$ cat src/rtl/data_mem_ctrl.sv
// data_mem_ctrl: parametrised single-port data memory for the ATmega328p core.
// After reset or clr_i, a sweep fills every word with a known pattern and then
// serves req/ready accesses. Reads are registered and flagged by valid_o.
// Accesses at addr_i >= DEPTH are flagged by err_o and leave the array untouched.
//
// Ports:
//   clk_i    clock, rising edge
//   rst_i    asynchronous active-high reset
//   req_i    access request, taken only while ready_o=1
//   we_i     1 = write, 0 = read
//   addr_i   word address (AW bits, unsigned)
//   di_i     write data
//   clr_i    one-cycle pulse that starts a re-initialisation sweep (ignored while busy)
//   do_o     registered read data, holds its value between reads
//   valid_o  one-cycle strobe, do_o carries the data of a read accepted on the previous edge
//   ready_o  accepting requests
//   err_o    one-cycle strobe, the accepted request was out of range
//   busy_o   initialisation sweep in progress (always ~ready_o)
module data_mem_ctrl #(
    parameter int unsigned DW        = 8,
    parameter int unsigned AW        = 8,
    parameter int unsigned DEPTH     = 33,
    parameter int unsigned INIT_MODE = 1
) (
    input  logic          clk_i,
    input  logic          rst_i,
    input  logic          req_i,
    input  logic          we_i,
    input  logic [AW-1:0] addr_i,
    input  logic [DW-1:0] di_i,
    input  logic          clr_i,
    output logic [DW-1:0] do_o,
    output logic          valid_o,
    output logic          ready_o,
    output logic          err_o,
    output logic          busy_o
);

    localparam int unsigned IW = (DEPTH > 1) ? $clog2(DEPTH) : 1;
    localparam int unsigned CW = AW + 1;

    localparam logic [0:0] ST_INIT = 1'b0;
    localparam logic [0:0] ST_RUN  = 1'b1;

    logic [0:0]    state;
    logic [0:0]    state_next;
    logic [AW-1:0] cnt;
    logic [AW-1:0] cnt_next;

    logic [DW-1:0] mem [0:DEPTH-1];

    logic          in_range;
    logic          accept;
    logic [IW-1:0] rd_idx;
    logic [DW-1:0] fill_val;
    logic          mem_we;
    logic [IW-1:0] mem_waddr;
    logic [DW-1:0] mem_wdata;

    // Range check done one bit wider so DEPTH == 2**AW is representable.
    assign in_range = ({1'b0, addr_i} < CW'(DEPTH));
    // clr_i takes priority over a request arriving in the same cycle.
    assign accept   = (state == ST_RUN) && req_i && !clr_i;
    assign rd_idx   = IW'(addr_i);
    assign fill_val = (INIT_MODE == 1) ? DW'(cnt) : '0;

    // State and sweep counter registers.
    always_ff @(posedge clk_i or posedge rst_i) begin
        if (rst_i) begin
            state <= ST_INIT;
            cnt   <= '0;
        end else begin
            state <= state_next;
            cnt   <= cnt_next;
        end
    end

    // Next-state logic: sweep the array once, then serve until clr_i.
    always_comb begin
        state_next = state;
        cnt_next   = cnt;
        case (state)
            ST_INIT: begin
                if (cnt == AW'(DEPTH - 1)) begin
                    state_next = ST_RUN;
                    cnt_next   = '0;
                end else begin
                    cnt_next = cnt + AW'(1);
                end
            end
            ST_RUN: begin
                if (clr_i) begin
                    state_next = ST_INIT;
                    cnt_next   = '0;
                end
            end
            default: begin
                state_next = ST_INIT;
                cnt_next   = '0;
            end
        endcase
    end

    // Single write port shared by the sweep and in-range write requests.
    always_comb begin
        mem_we    = 1'b0;
        mem_waddr = '0;
        mem_wdata = '0;
        if (state == ST_INIT) begin
            mem_we    = 1'b1;
            mem_waddr = IW'(cnt);
            mem_wdata = fill_val;
        end else if (accept && we_i && in_range) begin
            mem_we    = 1'b1;
            mem_waddr = rd_idx;
            mem_wdata = di_i;
        end
    end

    // Array storage; contents survive reset and are rewritten by the sweep.
    always_ff @(posedge clk_i) begin
        if (mem_we) begin
            mem[mem_waddr] <= mem_wdata;
        end
    end

    // Registered outputs; ready/busy track the state the FSM is entering.
    always_ff @(posedge clk_i or posedge rst_i) begin
        if (rst_i) begin
            do_o    <= '0;
            valid_o <= 1'b0;
            err_o   <= 1'b0;
            ready_o <= 1'b0;
            busy_o  <= 1'b1;
        end else begin
            valid_o <= accept && !we_i;
            err_o   <= accept && !in_range;
            ready_o <= (state_next == ST_RUN);
            busy_o  <= (state_next != ST_RUN);
            if (accept && !we_i) begin
                do_o <= in_range ? mem[rd_idx] : '0;
            end
        end
    end

endmodule

$ cat config.mk
export PLATFORM = sky130hd
export DESIGN_NAME = data_mem_ctrl
export DESIGN_NICKNAME = d
export VERILOG_FILES = /design/src/rtl/data_mem_ctrl.sv
export SDC_FILE = /design/constraint.sdc
export NUM_CORES = 1
export LEC_CHECK = 0
export CAP_MARGIN = 40
export CORE_MARGIN = 2
export CORE_UTILIZATION = 35
export CTS_BUF_LIST = sky130_fd_sc_hd__clkbuf_8
export CTS_CLUSTER_SIZE = 20
export DETAILED_ROUTE_END_ITERATION = 10
export GPL_TIMING_DRIVEN = 1
export HOLD_SLACK_MARGIN = 0.06
export PLACE_DENSITY = 0.48
export SLEW_MARGIN = 20
export SYNTH_ARGS = -nofsm -noshare
export SYNTH_HDL_FRONTEND = slang
export SYNTH_SLANG_ARGS = --single-unit
$ cat constraint.sdc
create_clock -name clk_i -period 6.6 [get_ports clk_i]
set_input_delay 1.65 -clock clk_i [delete_from_list [all_inputs] [get_ports clk_i]]
set_output_delay 1.65 -clock clk_i [all_outputs]
set_load 0.05 [all_outputs]
# Word level (Yosys, flattened, before mapping)
# Memories as Yosys holds them, arrays and structs flattened.
# Index checks and enable logic that the tools add are counted.
[totals]
output_inout_bits = 12
mem_bits_rw = 264
n_memories = 1
reg_bits = 20
input_bits = 21
[classes]
reduce_logical = 9
add_sub_neg = 1
muxes = 15
bitwise = 2
magnitude_cmp = 1
eq_ne = 2
[mem_list]
columns = ["memory", "depth", "width", "rd", "rd_ports_with_merged_regs", "wr", "line_no", "text"]
rows = [
  ["mem", 33, 8, 1, 0, 1, "50", "logic [DW-1:0] mem [0:DEPTH-1];"],
]
[ops]
columns = ["op", "n"]
rows = [
  ["8-bit 2-to-1 mux", 5],
  ["8-bit case mux with 2 select lines", 1],
  ["6-bit 2-to-1 mux", 2],
  ["8-bit by 1-bit adder with 8-bit output (second input constant)", 1],
  ["8-bit by 6-bit == test with 1-bit output (second input constant)", 1],
  ["8-bit by 6-bit less-than comparator with 1-bit output (second input constant)", 1],
  ["1-bit logical AND", 6],
  ["1-bit 2-to-1 mux", 6],
  ["1-bit logical NOT", 3],
  ["2-bit != test (second input constant)", 1],
  ["1-bit inverter", 2],
  ["1-bit case mux with 2 select lines", 1],
]

# Longest topological paths before layout
# Gate-level depths: netlist of run 1.
[depth]
depth_word = 8
ltp_mapped = 9
mapped_depth_nobuf = 6

# Worst setup path after synthesis of run 1
# Ideal clock, no wire load.
[synth_timing]
kind = "input to register"
start = "input addr_i[0]"
end = "memory mem[2][0] (enable)"
n_path_buf = 3
path_stages = 8
t_arrival_ps = 3320
setup_ps = 370
setup_slack_ps = 2910
path_cell_list = "buf_6 > buf_8 > buf_12 > nor3_1 > a21oi_1 > o41ai_1 > nand2_1 > nor2_1"
[synth_via]
elab_chain_cells = 6
word_cells_on_any_way = 8
cone_classes = "1 x order compare; 6 x mux; 1 x reduce/logical"
[synth_lines]
columns = ["element", "line_no", "text"]
rows = [
  ["from (decl)", "29", "input logic [AW-1:0] addr_i,"],
  ["8-bit by 6-bit less-than comparator with 1-bit output", "61", "assign in_range = ({1'b0, addr_i} < CW'(DEPTH));"],
  ["1-bit logical AND", "113", "end else if (accept && we_i && in_range) begin"],
  ["1-bit 2-to-1 mux", "113", ""],
  ["1-bit 2-to-1 mux", "109", "if (state == ST_INIT) begin"],
  ["1-bit 2-to-1 mux", "122", "if (mem_we) begin"],
  ["1-bit 2-to-1 mux (implied by the code)", "123", "mem[mem_waddr] <= mem_wdata;"],
  ["to (decl)", "50", ""],
]
# Parallel ways exist; a longest one is shown, timed or not.

# Worst setup path after layout of run 1
[layout_timing]
start = "input addr_i[4]"
end = "memory mem[19][3] (enable)"
# Same word-level chain as after synthesis.

==> results.yml, run 1 <==
run_status:
  status: "completed"
finish:
  seq_area_um2: 8429
  fin_nets: 772
  layout-drive-gt1-share_pct: 16.09
  final_util_pct: 40.99
  stdcell_count: 1226
  multi_input_area_um2: 2883
  design_area_um2: 13340
  fillCellCount: 2975
  syn2layout_area_growth_pct: 15.44
yosys:
  synthSimpleGateAreaFrac_pct: 5.815
  avgSynthCellArea_um2: 17.19
  seq_area_frac_synth_pct: 72.96
  synth_cell_type_count: 53
  synth_xor_area_share_pct: 0.1516
  netlist_area_um2: 11550
  synth_fa_ha_area_share_pct: 0.2166
  synth-main-ff-cell: "edfxtp_1"
  synthMuxAreaShare_pct: 12.70
  syn-num-nets: 695
  synth-edff-count: 264
  synth_cells: 672
  yosysWarnings: 0
  ys_ff_latch: 284
  synthArstFlopShare_pct: 7.042
  synth_top_family_by_area: "multiplexers"
  synth_compound_area_share_pct: 6.054
detailed_routing:
  drt-total-wl_mm: 29.09
  via_per_inst: 5.225
  wire_per_inst_um: 23.73
  antenna_left: 0
  vias: 6406
  drt-pass1-iter-count: 5
  drc_errors: 0
  drt-initial-drc-count: 606
placed_design:
  dp.cells: 1134
  dpl-instance-area_um2: 12440
  port_buffers: 32
  gp_congestion: 0.8606
  hpwl_mm: 19.66
setup_path:
  slowest_delay_ns: 0.75
  cp_slowest_cell: "clkdlybuf4s50_1"
  required_ns: 6.77
  cp_num_buf_inv: 1
  worstSetupEndpointType: "flip-flop"
  ff2ff_setup_slack_ns: 3.61
  path_class: "input port to flip-flop"
  startpoint_type: "input port"
  critPathTopFamily: "simple AND/OR/NAND/NOR gates"
  cp_data_arrival_time_ns: 4.52
  path_cells: "clkdlybuf4s50_1 -> nor2_1 -> a21oi_1 -> o41ai_1 -> nand2_1 -> nor2_1"
  path_max_fanout: 15
  crit_path_frequent_cell: "nor2_1"
clock_tree:
  cts_resized: 0
  cts_sinks: 284
  clockBufferDepth: 3
  post-cts-setup-buffers: 0
  tritoncts: "yes"
  numCtsBuffers: 46
  clk_latency_ns: 0.56
  hold_buffers: 0
  clockRootBuffer: "clkbuf_8"
  path_clk_slew_ns: 0.05
  cts_max_level: 2
grt:
  grt_pass1_wl_mm: 42.57
  grt_pass1_vias: 6517
  grt_max_degree: 63
  antenna_found_initial: 1
  grt-ovfl-total: 0
  track_usage_pct: 17.23
pwr:
  irDropWorstVdd_mv: 0.1372
  p_leak_uw: 0.004619
  powerDensity_nw_per_um2: 362.5
floorplan:
  initial_core_util_pct: 35.51
  die_w_um: 185.7
  die-area_um2: 34480
  ios: 33
  die_y_um: 185.7
  rows: 66
  core_um2: 32540
sta:
  finalHoldViolCount: 0
  rsz0062_at_grt: "no"
  period_share_pct: 65.93
  finalSetupViolations: 0
  finalMaxSlewViolations: 0
  fmax_mhz: 229.8
  relSlewSlack_pct: 42.61
  period_needed_ns: 4.351
  setup_tns_ns: 0
  tightest_slew_ns: 0.8576
  finClkSkew_ns: 0.01995
worst_hold_path:
  hp-class: "flip-flop to flip-flop"
run:
  max-cap-violations: 0
[report_power, final]
group          internal (µW)  total, µW  switching [µW]  leakage, µW
Sequential              2420       2520            99.1      0.00268
Combinational            286        984             698      0.00147
Clock                    680       1330             651     0.000470
[cell usage after synthesis (2+ instances only)]
master / n / share of area (%)
ha_1: 2 / 0.22
mux2i_1: 60 / 5.2
buf_6: 2 / 0.19
nor2b_1: 11 / 0.60
buf_1: 2 / 0.065
a21o_1: 8 / 0.52
nand2_1: 31 / 1.0
mux2_2: 4 / 0.39
nor3b_1: 2 / 0.13
buf_2: 7 / 0.30
a211oi_1: 4 / 0.26
and3_1: 7 / 0.38
buf_4: 6 / 0.39
nor4_1: 2 / 0.11
nand3_1: 16 / 0.69
inv_1: 12 / 0.39
a221o_1: 5 / 0.43
a22o_1: 9 / 0.68
o21ai_1: 2 / 0.087
o21ai_0: 12 / 0.52
a41o_1: 3 / 0.26
a41oi_1: 2 / 0.15
a21oi_1: 14 / 0.61
mux4_1: 3 / 0.68
edfxtp_1: 264 / 69
clkbuf_1: 14 / 0.45
a22oi_1: 29 / 1.9
nor2_1: 46 / 1.5
nand4_1: 10 / 0.54
a31oi_1: 3 / 0.16
nand2b_1: 3 / 0.16
nor3_1: 6 / 0.26
dfrtp_1: 19 / 4.1
mux4_2: 33 / 6.4
[worst reg2reg max path: cells and delay by family (launching register included)]
family	cells	cell delay, ns
simple gates	3	1.32
flops	1	0.74
buf+inv	1	0.39
compound gates	2	0.47
[sequential cells by signal, indices dropped and copies added (netlist names)]
name,flops
mem,264
cnt,8
do_o,8
busy_o,1
err_o,1
ready_o,1
valid_o,1
[routing by layer]
layer	wire length, µm	part of all wire (%)	track usage, %
met2	13740	47	27.94
met5	0	0	0
met4	978	3.4	6.394
met3	2064	7.1	3.757
met1	12310	42	22.78
[cell type report]
cell class	instances	share of cell area, %
Sequential cell	284	63.20
Multi-Input combinational cell	343	21.61
Clock buffer	49	5.056
Timing Repair Buffer	62	4.662
Tap cell	442	4.146
Clock inverter	33	0.9662
Inverter	12	0.3377
Antenna cell	1	0.01876
[cell usage in the layout, fill, tap and decap left out, drive strengths merged, types with 8 or more instances in the layout]
cell type      instances
a22oi                 29
nor2b                 11
a21o                   8
nor2                  46
a22o                   9
nand4                 10
a21oi                 14
mux4                  36
o21ai                 14
clkinv                18
nand2                 31
buf                   32
edfxtp               264
dfrtp                 19
clkdlybuf4s50         30
nand3                 16
clkbuf                49
inv                   27
mux2i                 60
[final timing paths]
path / startpoint / end / cells after the start
min: do_o[5] / do_o[5] / 1
min reg2reg: do_o[5] / do_o[5] / 1
max: addr_i[4] / mem[19][3] / 6
max in group asynchronous: rst_i / busy_o / 3
min in group asynchronous: rst_i / ready_o / 2
max reg2reg: ready_o / do_o[1] / 6
[metrics by stage]
stage | total power, µW | setup slack [ns] | hold WS, ns
floorplan | 3050 | 2.910 | 0.4817
global placement | 3451 | 1.723 | 0.5089
detailed placement | 3535 | 1.717 | 0.5237
CTS | 4879 | 2.306 | 0.5358
global route | 5056 | 2.022 | 0.5819
finish | 4834 | 2.249 | 0.5494
[cell families after synthesis]
| family | count (synthesis) |
|---|---|
| adder cells (fa/ha/maj) | 2 |
| multiplexers | 100 |
| AO/OA/AOI/OAI | 98 |
| buffers and inverters | 45 |
| XOR/XNOR | 2 |
| flip-flops | 284 |
| AND/OR/NAND/NOR | 141 |
(Power assumes the default switching activity.)
==> inputs of run 2 (changes only) <==
--- a/config.mk
+++ b/config.mk
@@ -13,7 +13,7 @@
 export DETAILED_ROUTE_END_ITERATION = 10
 export GPL_TIMING_DRIVEN = 1
 export HOLD_SLACK_MARGIN = 0.06
-export PLACE_DENSITY = 0.48
+export PLACE_DENSITY = 0.5
 export SLEW_MARGIN = 20
 export SYNTH_ARGS = -nofsm -noshare
 export SYNTH_HDL_FRONTEND = slang
==> constraint.sdc (replaced) <==
create_clock -name clk_i -period 3.6 [get_ports clk_i]
set_input_delay 0.9 -clock clk_i [delete_from_list [all_inputs] [get_ports clk_i]]
set_output_delay 0.9 -clock clk_i [all_outputs]
set_load 0.05 [all_outputs]
==> results.yml, run 2 (synthesis gave the netlist of run 1 again) <==
detailed_routing:
  via_per_inst: 5.161
  drt-initial-drc-count: 500
  drt-pass1-iter-count: 5
  antenna_left: 0
  drc_errors: 0
  vias: 6524
  wire_per_inst_um: 23.04
  drt-total-wl_mm: 29.12
finish:
  final_common_cell: "edfxtp_1"
  reg_top3: "mem (264), cnt (8), do_o (8)"
  stdcell_count: 1264
  syn2layout_area_growth_pct: 18.23
  final_cell_mix: "edfxtp_1 (264), buf_4 (66), mux2i_1 (60)"
  multi_input_area_um2: 2882
  seq_area_um2: 8429
  design_area_um2: 13660
  fin_nets: 811
  final_util_pct: 41.98
  largest_reg_flops: 264
  layout-drive-gt1-share_pct: 21.05
  fillCellCount: 2971
  diodes: 0
  top_register: "mem"
floorplan:
  initial_core_util_pct: 35.51
  rows: 66
  die_y_um: 185.7
  core_um2: 32540
  ios: 33
  die-area_um2: 34480
  die_w_um: 185.7
sta:
  period_needed_ns: 3.127
  finalHoldViolCount: 0
  finClkSkew_ns: 0.02379
  finalMaxSlewViolations: 0
  finalSetupViolations: 0
  relSlewSlack_pct: 42.52
  fin_ws_ns: 0.4732
  rsz0062_at_grt: "no"
  tightest_slew_ns: 0.8564
  setup_tns_ns: 0
  period_share_pct: 86.86
  fmax_mhz: 319.8
setup_path:
  path_max_fanout: 22
  crit_start: "ready_o"
  cp_num_cells: 1
  slowest_delay_ns: 0.92
  required_ns: 2.70
  cp_data_arrival_time_ns: 2.23
  startpoint_type: "flip-flop"
  cp_num_buf_inv: 1
  r2r-start: "ready_o"
  r2r_end: "mem[12][6]"
  ff2ff_setup_slack_ns: 0.96
  cp_slowest_cell: "clkdlybuf4s50_1"
  crit_end: "ready_o"
  r2r_cells: 6
  path_cells: "clkdlybuf4s50_1"
  worstSetupEndpointType: "output port"
  critPathTopFamily: "buffers and inverters"
  path_class: "flip-flop to output port"
pwr:
  p_leak_uw: 0.004836
  powerDensity_nw_per_um2: 669.9
  irDropWorstVdd_mv: 0.4151
grt:
  busiest_layer: "met2"
  grt_util_met1_pct: 23.31
  grt_util_met3_pct: 4.050
  grt-ovfl-total: 0
  track_usage_pct: 17.27
  grt_max_degree: 34
  grt_pass1_vias: 6782
  antenna_found_initial: 0
  grt_pass1_wl_mm: 43.13
  gr-usage-met2_pct: 27.63
placed_design:
  hpwl_mm: 19.29
  gp_congestion: 0.8518
  post-place-ws_ns: 0.3173
  dpl-instance-area_um2: 12760
  dp.cells: 1181
  port_buffers: 32
run_status:
  status: "completed"
clock_tree:
  clockRootBuffer: "clkbuf_8"
  clk_latency_ns: 0.57
  hold_buffers: 0
  post-cts-setup-buffers: 0
  tritoncts: "yes"
  cts_max_level: 2
  path_clk_slew_ns: 0.06
  cts_resized: 0
  cts_sinks: 284
  numCtsBuffers: 47
  clockBufferDepth: 3
run:
  max-cap-violations: 0
worst_hold_path:
  hp-class: "input port to asynchronous set/reset pin"
## run 2: cell types whose count changed in the layout (fill, tap and decap cells not counted), sizes merged
cell    change
bufinv      +3
diode       -1
buf        +38
clkbuf      -2
## run 2: where the power goes
part | switching, µW | internal [µW]
logic | 1280 | 537
clock network | 1270 | 1450
registers | 171 | 4430
total | 2730 | 6420
## run 2: worst min path at each step
stage	endpoint	slack, ns	cells after the start
after global routing	err_o	0.53	2
after CTS	err_o	0.52	2
final	err_o	0.54	2
after floorplan	cnt[6]	0.48	1
after detailed placement	do_o[5]	0.53	1
after global placement	cnt[6]	0.54	1
## run 2: stage by stage
step	hold WS, ns	total power [µW]
finish	0.5425	9150
global route	0.5287	9561
CTS	0.5207	9241
detailed placement	0.5293	6509
global placement	0.5384	6459
floorplan	0.4817	5592
## run 2: cell type report
| type | count | area share (%) |
|---|---|---|
| clock buffers | 47 | 4.736 |
| clock inverters | 36 | 1.814 |
| inverters | 12 | 0.3298 |
| multi-input cells | 343 | 21.10 |
| flip-flops and latches | 284 | 61.71 |
| well taps | 442 | 4.049 |
| repair buffers | 100 | 6.265 |
## run 2: routing by layer
metal / vias to the layer above / part of all wire (%) / wire length, µm
li1: 2922 / - / -
met1: 3335 / 44 / 12780
met5: - / 0 / 0
met3: 46 / 6.7 / 1948
met4: 0 / 2.3 / 659
met2: 221 / 47 / 13730
